### config.mk
export PLATFORM = sky130hd
export DESIGN_NAME = flipflop_in
export DESIGN_NICKNAME = d
export VERILOG_FILES = /design/src/rtl/flipflop_in_pkg.sv /design/src/rtl/bit_debounce.sv /design/src/rtl/flipflop_in.sv
export SDC_FILE = /design/constraint.sdc
export NUM_CORES = 1
export LEC_CHECK = 0
export BUFFER_PORTS_ARGS = -buffer_cell sky130_fd_sc_hd__clkbuf_2
export CORE_AREA = 3 3 40 42
export CTS_BUF_LIST = sky130_fd_sc_hd__clkbuf_8
export CTS_CLUSTER_SIZE = 24
export DETAILED_ROUTE_END_ITERATION = 6
export DIE_AREA = 0 0 43 45
export PLACE_DENSITY = 0.73
export SETUP_SLACK_MARGIN = 0.3
export SLEW_MARGIN = 0
export SYNTH_ARGS = -nofsm -noshare
export SYNTH_HDL_FRONTEND = slang
export SYNTH_HIERARCHICAL = 1
export SYNTH_SLANG_ARGS = --single-unit
### constraint.sdc
create_clock -name clk -period 5.3 [get_ports clk]
set_clock_uncertainty 0.15 [all_clocks]
set_input_delay 0.795 -clock clk [delete_from_list [all_inputs] [get_ports clk]]
set_output_delay 0.795 -clock clk [all_outputs]
set_load 0.03 [all_outputs]
### src/rtl/flipflop_in_pkg.sv
// Shared constants for the input-side plugins: edge selection codes and synchroniser depth.
// The edge-qualification helper is used by every plugin that turns an accepted level change into an event.
package flipflop_in_pkg;

    localparam int EDGE_RISING  = 0;
    localparam int EDGE_FALLING = 1;
    localparam int EDGE_BOTH    = 2;

    localparam int SYNC_STAGES  = 2;

    // new_level is the level being accepted at this edge
    function automatic logic edge_qualifies(input int edge_sel, input logic new_level);
        logic hit;
        hit = 1'b0;
        case (edge_sel)
            EDGE_RISING:  hit = new_level;
            EDGE_FALLING: hit = ~new_level;
            EDGE_BOTH:    hit = 1'b1;
            default:      hit = 1'b0;
        endcase
        return hit;
    endfunction

endpackage

### src/rtl/bit_debounce.sv
// Two-flop synchroniser followed by a consecutive-sample debouncer.
// accept is high in the cycle where the pending level is taken into out.
module bit_debounce
    import flipflop_in_pkg::*;
#(
    parameter logic DEFAULT  = 1'b0,
    parameter int   DEBOUNCE = 16
) (
    input  logic clk,
    input  logic rst,
    input  logic in,
    output logic out,
    output logic accept
);

    localparam int CW = $clog2(DEBOUNCE + 1);
    localparam logic [CW-1:0] CNT_MAX = CW'(DEBOUNCE - 1);

    logic [SYNC_STAGES-1:0] sync_reg;
    logic [CW-1:0]          cnt_reg, cnt_next;
    logic                   out_reg, out_next;
    logic                   s2;
    logic                   differ;

    assign s2 = sync_reg[SYNC_STAGES-1];

    // Sync stages preload the reset level so no spurious change is seen after reset
    always_ff @(posedge clk) begin
        if (rst) begin
            sync_reg <= {SYNC_STAGES{DEFAULT}};
        end else begin
            sync_reg <= {sync_reg[SYNC_STAGES-2:0], in};
        end
    end

    always_comb begin
        differ   = (s2 != out_reg);
        accept   = differ && (cnt_reg == CNT_MAX);
        cnt_next = '0;
        out_next = out_reg;
        if (accept) begin
            out_next = s2;
        end else if (differ) begin
            cnt_next = cnt_reg + 1'b1;
        end
    end

    always_ff @(posedge clk) begin
        if (rst) begin
            cnt_reg <= '0;
            out_reg <= DEFAULT;
        end else begin
            cnt_reg <= cnt_next;
            out_reg <= out_next;
        end
    end

    assign out = out_reg;

endmodule

### src/rtl/flipflop_in.sv
// Debounced input pin with sticky edge flag (host-cleared) and a wrapping event counter.
// The flag and counter update on the same edge that the debouncer accepts the new level.
module flipflop_in
    import flipflop_in_pkg::*;
#(
    parameter logic DEFAULT   = 1'b0,
    parameter int   DEBOUNCE  = 16,
    parameter int   EDGE      = EDGE_RISING,
    parameter logic INVERT    = 1'b0,
    parameter int   CNT_WIDTH = 8
) (
    input  logic                 clk,
    input  logic                 rst,
    input  logic                 pin,
    input  logic                 clear,
    output logic                 value,
    output logic                 latched,
    output logic [CNT_WIDTH-1:0] events
);

    logic                 pin_s;
    logic                 accept;
    logic                 q;
    logic                 latched_reg, latched_next;
    logic [CNT_WIDTH-1:0] events_reg, events_next;

    assign pin_s = pin ^ INVERT;

    bit_debounce #(
        .DEFAULT  (DEFAULT),
        .DEBOUNCE (DEBOUNCE)
    ) u_debounce (
        .clk    (clk),
        .rst    (rst),
        .in     (pin_s),
        .out    (value),
        .accept (accept)
    );

    // On accept the new level is the complement of the current one
    always_comb begin
        q            = accept && edge_qualifies(EDGE, ~value);
        latched_next = latched_reg;
        events_next  = events_reg;
        if (q) begin
            latched_next = 1'b1;
            events_next  = events_reg + 1'b1;
        end else if (clear) begin
            latched_next = 1'b0;
        end
    end

    always_ff @(posedge clk) begin
        if (rst) begin
            latched_reg <= 1'b0;
            events_reg  <= '0;
        end else begin
            latched_reg <= latched_next;
            events_reg  <= events_next;
        end
    end

    assign latched = latched_reg;
    assign events  = events_reg;

endmodule
==> run summary, run 1 <==
area delta synth->final - 17.9%
Worst EP required - 5.29 ns
DR pass1 iterations - 4
Max Clock Freq - 471 MHz
YS warnings - 6
compound-cell area share of the yosys netlist - 0.0709
CTS tree - built
Hold Startpoint - u_debounce/sync_reg[0]
total count of hold-check failures in the final report - 0
Antenna diodes - 0
worst-path fanout max - 4
worst hold endpoint - u_debounce/sync_reg[1]
min cycle time layout - 2.12 ns
critical path's top delay family - simple AND/OR/NAND/NOR gates
core box area - 1280 um2
Synth Area in Simple Gates - 0.266
critical path, cell by cell - ha_1 -> and3_1 -> ha_1 -> and2_2 -> nor2b_1 -> nand4_1 -> mux2_2
Final Cycle Share - 0.401
CP max stage cell - dfxtp_1
Setup TNS - 0 ns
GPL Wtd Cong - 0.746
worst path bufs/invs - 0
Power Density - 275 nW/um2
DR WL/cell - 11.3 um
Max VDD drop - 0.221 mV
ANT nets after route - 0
Worst R2R Setup Slack - 3.18 ns
hold_buf cts - 0
Mapped Cells - 72
H-Tree Depth - 1
status - completed
FF-to-FF Start - u_debounce/cnt_reg[0]
# setup viols final - 0
fin nets - 96
Crit Path Class - register to register
leak pwr - 0.380 nW
flip-flop and latch area - 340 um2
critical path arrival - 2.12 ns
IO Count - 14
Initial DRC Count - 3
vias - 539
post-route insts no fill - 103
worst skew pair latency - 0.25 ns
largest net degree at the start of global routing - 15
Worst R2R End - events[4]
XOR/XNOR share of the synthesized area - 0.0621
Worst Setup End Kind - register
slew margin rel. - 0.769
height of the chip - 45 um
total power - 0.000229 W
commonest non-fill, non-tap cells in the layout - dfxtp_1, clkbuf_2, nor2_1
R2R cell count - 7
Post-synth ARST share - 0
WHS Path Cells - 1
clock buffer depth - 2
most common flop cell mapped by yosys - dfxtp_1
max_cap viols - 0
Starting Density - 0.549
max reg flops - 8
clock root buffer - clkbuf_8
WL met3 - 61 um
Post-CTS Setup Inserts - 0
post-synthesis mux area share - 0.0443
die area - 1940 um2
wl on met1 - 565 um
worst hold slack - 0.297 ns
post-cts sizing count - 0
crit-path max cell delay - 0.35 ns
routed wl met2 - 509 um
Cell Area, Synth - 706 um2
GRT overflow - 0
Chip Width - 43 um
Port-buffer cells - 13
DRC errors left - 0
synthesized area per cell - 9.80 um2
adder-cell share of the synthesized area - 0.0532
layout cells sized above 1 - 0.250
Synth Register Bits - 17
Cell variety after synth - 25
most common cell after layout, fill and taps aside - dfxtp_1
hold crit path type - register to register
Core Rows - 13
CP most frequent cell - ha_1
DP HPWL - 886 um
initial antenna violation count - 0
Post-Route WL - 1160 um
area occupied by multi-input gates - 350 um2
Slew Limit Fails - 0
Sink Count - 17
number of global-route vias before repair - 483
CTS Buf Count - 3
Seq/Total Area, Yosys - 0.482
CP Launch Type - register
largest family of logic cells by synthesized area - simple AND/OR/NAND/NOR gates
worst-margin pin slew - 0.345 ns
Clock transition at path regs - 0.06 ns
Syn Nets - 79
vias per cell - 5.23
Post-synth EDFFs - 0
# fillers - 108
first-pass GRT wire length - 1990 um
GRT Overall Usage - 0.142
Max Used Layer - met4
RSZ-0062 raised after global routing - false
Post-Place Cells - 99
## layer usage
metal,vias up,global-route usage
met5,-,0
met2,11,0.219
met4,0,0.0904
li1,280,-
met1,246,0.170
met3,2,0.0518
## Yosys cell counts (2+ instances only)
cell type	number	area share
a21oi_1	5	0.035
dfxtp_1	17	0.48
ha_1	3	0.053
inv_1	3	0.016
mux2i_1	2	0.028
nand3_1	2	0.014
nand4_1	2	0.018
nor2_1	11	0.059
nor2b_1	4	0.035
o21ai_0	2	0.014
o31ai_1	2	0.021
or3_1	2	0.018
or4_1	2	0.021
xnor2_1	3	0.037
xor2_1	2	0.025
## through the flow
step           worst slack [ns]  utilization  cell area, um2
6_report                   3.18        0.648             832
3_5_place_dp               3.18        0.611             786
2_1_floorplan              3.30            -             706
3_3_place_gp               3.24        0.611             786
4_1_cts                    3.16        0.648             832
5_1_grt                    3.02        0.648             832
## worst max-delay path by stage
stage                           from   endpoint  slack, ns  cells after the start
2_1_floorplan         u_debounce/out  events[4]       3.30                      5
3_3_place_gp   u_debounce/cnt_reg[0]  events[4]       3.24                      7
3_5_place_dp   u_debounce/cnt_reg[0]  events[4]       3.18                      7
4_1_cts        u_debounce/cnt_reg[0]  events[4]       3.16                      7
5_1_grt        u_debounce/cnt_reg[0]  events[4]       3.02                      7
6_report       u_debounce/cnt_reg[0]  events[4]       3.18                      7
## kinds of logic (layout without fill, tap and decap cells)
logic type | after synthesis | in the layout
AOI/OAI and AO/OA | 9 | 9
DFF | 17 | 17
xor gates and xnor gates | 5 | 5
adders and majority gates | 3 | 3
buffers and inverters | 4 | 20
muxes | 3 | 3
and+or+nand+nor | 31 | 31
## power by group
part | internal, W | leakage [nW] | switching, W
combinational | 0.00000164 | 0.217 | 0.00000278
clock | 0.0000521 | 0.0255 | 0.0000429
sequential | 0.000129 | 0.137 | 0.000000437
## layout make-up
cell class,instances,share of cell area
timing repair buffer,13,0.0782
inverter,3,0.0135
multi-input combinational,51,0.421
sequential,17,0.409
clock buffer,3,0.0496
tap,15,0.0226
clock inverter,1,0.00602
## worst register-to-register path, cell delays in order, from the launching register on
cell     delay (ns)
dfxtp_1        0.35
ha_1           0.18
and3_1         0.17
ha_1           0.20
and2_2         0.21
nor2b_1        0.33
nand4_1        0.14
mux2_2         0.28
No activity file was read; power rests on OpenSTA's default activity.
==> inputs of run 2 (changes only) <==
--- a/config.mk
+++ b/config.mk
@@ -6,12 +6,12 @@
 export NUM_CORES = 1
 export LEC_CHECK = 0
 export BUFFER_PORTS_ARGS = -buffer_cell sky130_fd_sc_hd__clkbuf_2
-export CORE_AREA = 3 3 40 42
+export CORE_MARGIN = 3
+export CORE_UTILIZATION = 54
 export CTS_BUF_LIST = sky130_fd_sc_hd__clkbuf_8
 export CTS_CLUSTER_SIZE = 24
 export DETAILED_ROUTE_END_ITERATION = 6
-export DIE_AREA = 0 0 43 45
-export PLACE_DENSITY = 0.73
+export PLACE_DENSITY = 0.74
 export SETUP_SLACK_MARGIN = 0.3
 export SLEW_MARGIN = 0
 export SYNTH_ARGS = -nofsm -noshare
==> constraint.sdc (replaced) <==
create_clock -name clk -period 2.1 [get_ports clk]
set_clock_uncertainty 0.15 [all_clocks]
set_input_delay 0.315 -clock clk [delete_from_list [all_inputs] [get_ports clk]]
set_output_delay 0.315 -clock clk [all_outputs]
set_load 0.03 [all_outputs]
==> run summary, run 2 (synthesis gave the netlist of run 1 again) <==
ANT nets after route - 0 (unchanged)
Sink Count - 17 (unchanged)
GRT busiest layer - met2
internal power - 0.000461 W (+150%)
status - completed
GRT Overall Usage - 0.167 (+0.0249)
clock share of power - 0.417 (about the same)
CTS tree - built
CP max stage cell - or4_4
hold crit path type - input port to register
fin nets - 102 (+6.3%)
RSZ-0062 raised after global routing - true
IO Count - 14 (unchanged)
Flop pwr share - 0.561 (-0.004)
worst skew pair latency - 0.25 ns (about the same)
CP most frequent cell - ha_4
DP HPWL - 895 um (+1.0%)
critical path, cell by cell - ha_4 -> and3_4 -> ha_4 -> and2_4 -> nand4b_4 -> or4_4 -> a21oi_2
Initial DRC Count - 11 (+8)
Setup TNS - 0 ns (unchanged)
commonest non-fill, non-tap cells in the layout - dfxtp_1, clkbuf_2, nor2_1
critical path arrival - 1.87 ns (-0.25 ns)
total count of hold-check failures in the final report - 0 (unchanged)
layout cells sized above 1 - 0.404 (+0.154)
clock buffer depth - 2 (unchanged)
Antenna diodes - 0 (unchanged)
most common cell after layout, fill and taps aside - dfxtp_1
vias - 586 (+8.7%)
worst-margin pin slew - 0.303 ns (-0.0426 ns)
Final Cycle Share - 0.870 (+0.469)
CTS Buf Count - 3 (unchanged)
Worst EP required - 2.14 ns (-3.15 ns)
Slew Limit Fails - 0 (unchanged)
Switching Share - 0.206 (+0.00444)
GR Util met2 - 0.244 (+0.0253)
met3 Use GR - 0.0429 (-0.00887)
vias per cell - 5.43 (+3.7%)
slew margin rel. - 0.798 (+0.0288)
number of global-route vias before repair - 511 (+5.8%)
Chip Width - 42.2 um (-2.0%)
# setup viols final - 0 (unchanged)
max reg flops - 8 (unchanged)
Worst Setup End Kind - register
combinational group share of total power - 0.022 (+0.003)
H-Tree Depth - 1 (unchanged)
Post-Route WL - 1450 um (+25%)
largest net degree at the start of global routing - 15 (unchanged)
worst-path fanout max - 5 (+1)
crit-path max cell delay - 0.43 ns (+0.08 ns)
leak pwr - 0.415 nW (+9.3%)
final instance area - 935 um2 (+12%)
Starting Density - 0.603 (+0.0534)
DR WL/cell - 13.4 um (+19%)
die area - 1780 um2 (-8.2%)
Post-Place Cells - 98 (-1.0%)
Power Density - 622 nW/um2 (+130%)
Crit Path Class - register to register
height of the chip - 42.2 um (-6.3%)
Core Rows - 12 (-1)
core box area - 1170 um2 (-8.9%)
Clock transition at path regs - 0.07 ns (about the same)
CP Launch Type - register
first-pass GRT wire length - 2210 um (+11%)
area delta synth->final - 32.4%
initial antenna violation count - 0 (unchanged)
GRT overflow - 0 (unchanged)
Max Clock Freq - 547 MHz (+16%)
Port-buffer cells - 13 (unchanged)
min cycle time layout - 1.83 ns (-0.297 ns)
DRC errors left - 0 (unchanged)
Max VDD drop - 0.473 mV (+110%)
post-route insts no fill - 108 (+4.9%)
post-place instance area - 817 um2 (+4.0%)
GPL Wtd Cong - 0.707 (-5.3%)
clock root buffer - clkbuf_8
Sw Pwr - 0.000120 W (+160%)
DR pass1 iterations - 4 (unchanged)
max_cap viols - 0 (unchanged)
M1 GR Usage - 0.215 (+0.0457)
run 2: cell types whose count changed in the layout (fill, tap and decap cells not counted), sizes merged:
cell	before	now
buf	0	6
run 2: area by class of cell:
| class | count | area [um2] |
|---|---|---|
| inverters | 3 | 11.3 |
| clock buffers | 3 | 41.3 |
| clock inverters | 1 | 5.00 |
| multi-input cells | 51 | 405 |
| well taps | 14 | 17.5 |
| repair buffers | 19 | 110 |
| fillers | 64 | 236 |
| flip-flops and latches | 17 | 344 |
run 2: power groups by stage:
stage	sequential [W]	clock (W)	combinational, W
after floorplan	0.000333	0	0.00000662
after global placement	0.000333	0	0.0000113
after detailed placement	0.000333	0	0.0000113
after CTS	0.000326	0.000250	0.0000123
after global routing	0.000326	0.000266	0.0000140
final	0.000326	0.000242	0.0000128
run 2: routing by layer:
metal  vias to the layer above  wire length [um]
li1                        295                 -
met1                       267               670
met2                        19               669
met3                         5                76
met4                         0                29
met5                         -                 0
run 2: path summary, 6_finish.rpt:
path / start / to / slack (ns) / cells after the start
worst max register to register: u_debounce/cnt_reg[1] / events[5] / 0.27 / 7
worst max-delay path: u_debounce/cnt_reg[1] / events[5] / 0.27 / 7
worst min register to register: u_debounce/sync_reg[0] / u_debounce/sync_reg[1] / 0.30 / 1
worst min-delay path: pin / u_debounce/sync_reg[0] / 0.13 / 2
run 2: per-stage QoR:
| step | setup WS (ns) | hold slack (ns) | power, W | utilization |
|---|---|---|---|---|
| after CTS | 0.278 | 0.118 | 0.000589 | 0.778 |
| after detailed placement | 0.198 | 0.263 | 0.000344 | 0.698 |
| after floorplan | 0.301 | 0.230 | 0.000340 | - |
| final | 0.273 | 0.125 | 0.000581 | 0.798 |
| after global routing | 0.179 | 0.140 | 0.000606 | 0.798 |
| after global placement | 0.257 | 0.251 | 0.000344 | 0.698 |
run 2: what timing repair did:
action | 4_1_cts | 5_1_grt
gates resized for setup | 1 | 4
pin swaps | 2 | 1
setup buffers | 5 | 1
hold buffers | 0 | 0
setup endpoints to repair | 5 | 3
run 2: critical path, delay by kind of cell (launching register included):
family,cells,cell delay (ns)
simple gates,4,0.89
fa+ha+maj,2,0.26
compound gates,1,0.12
flops,1,0.35
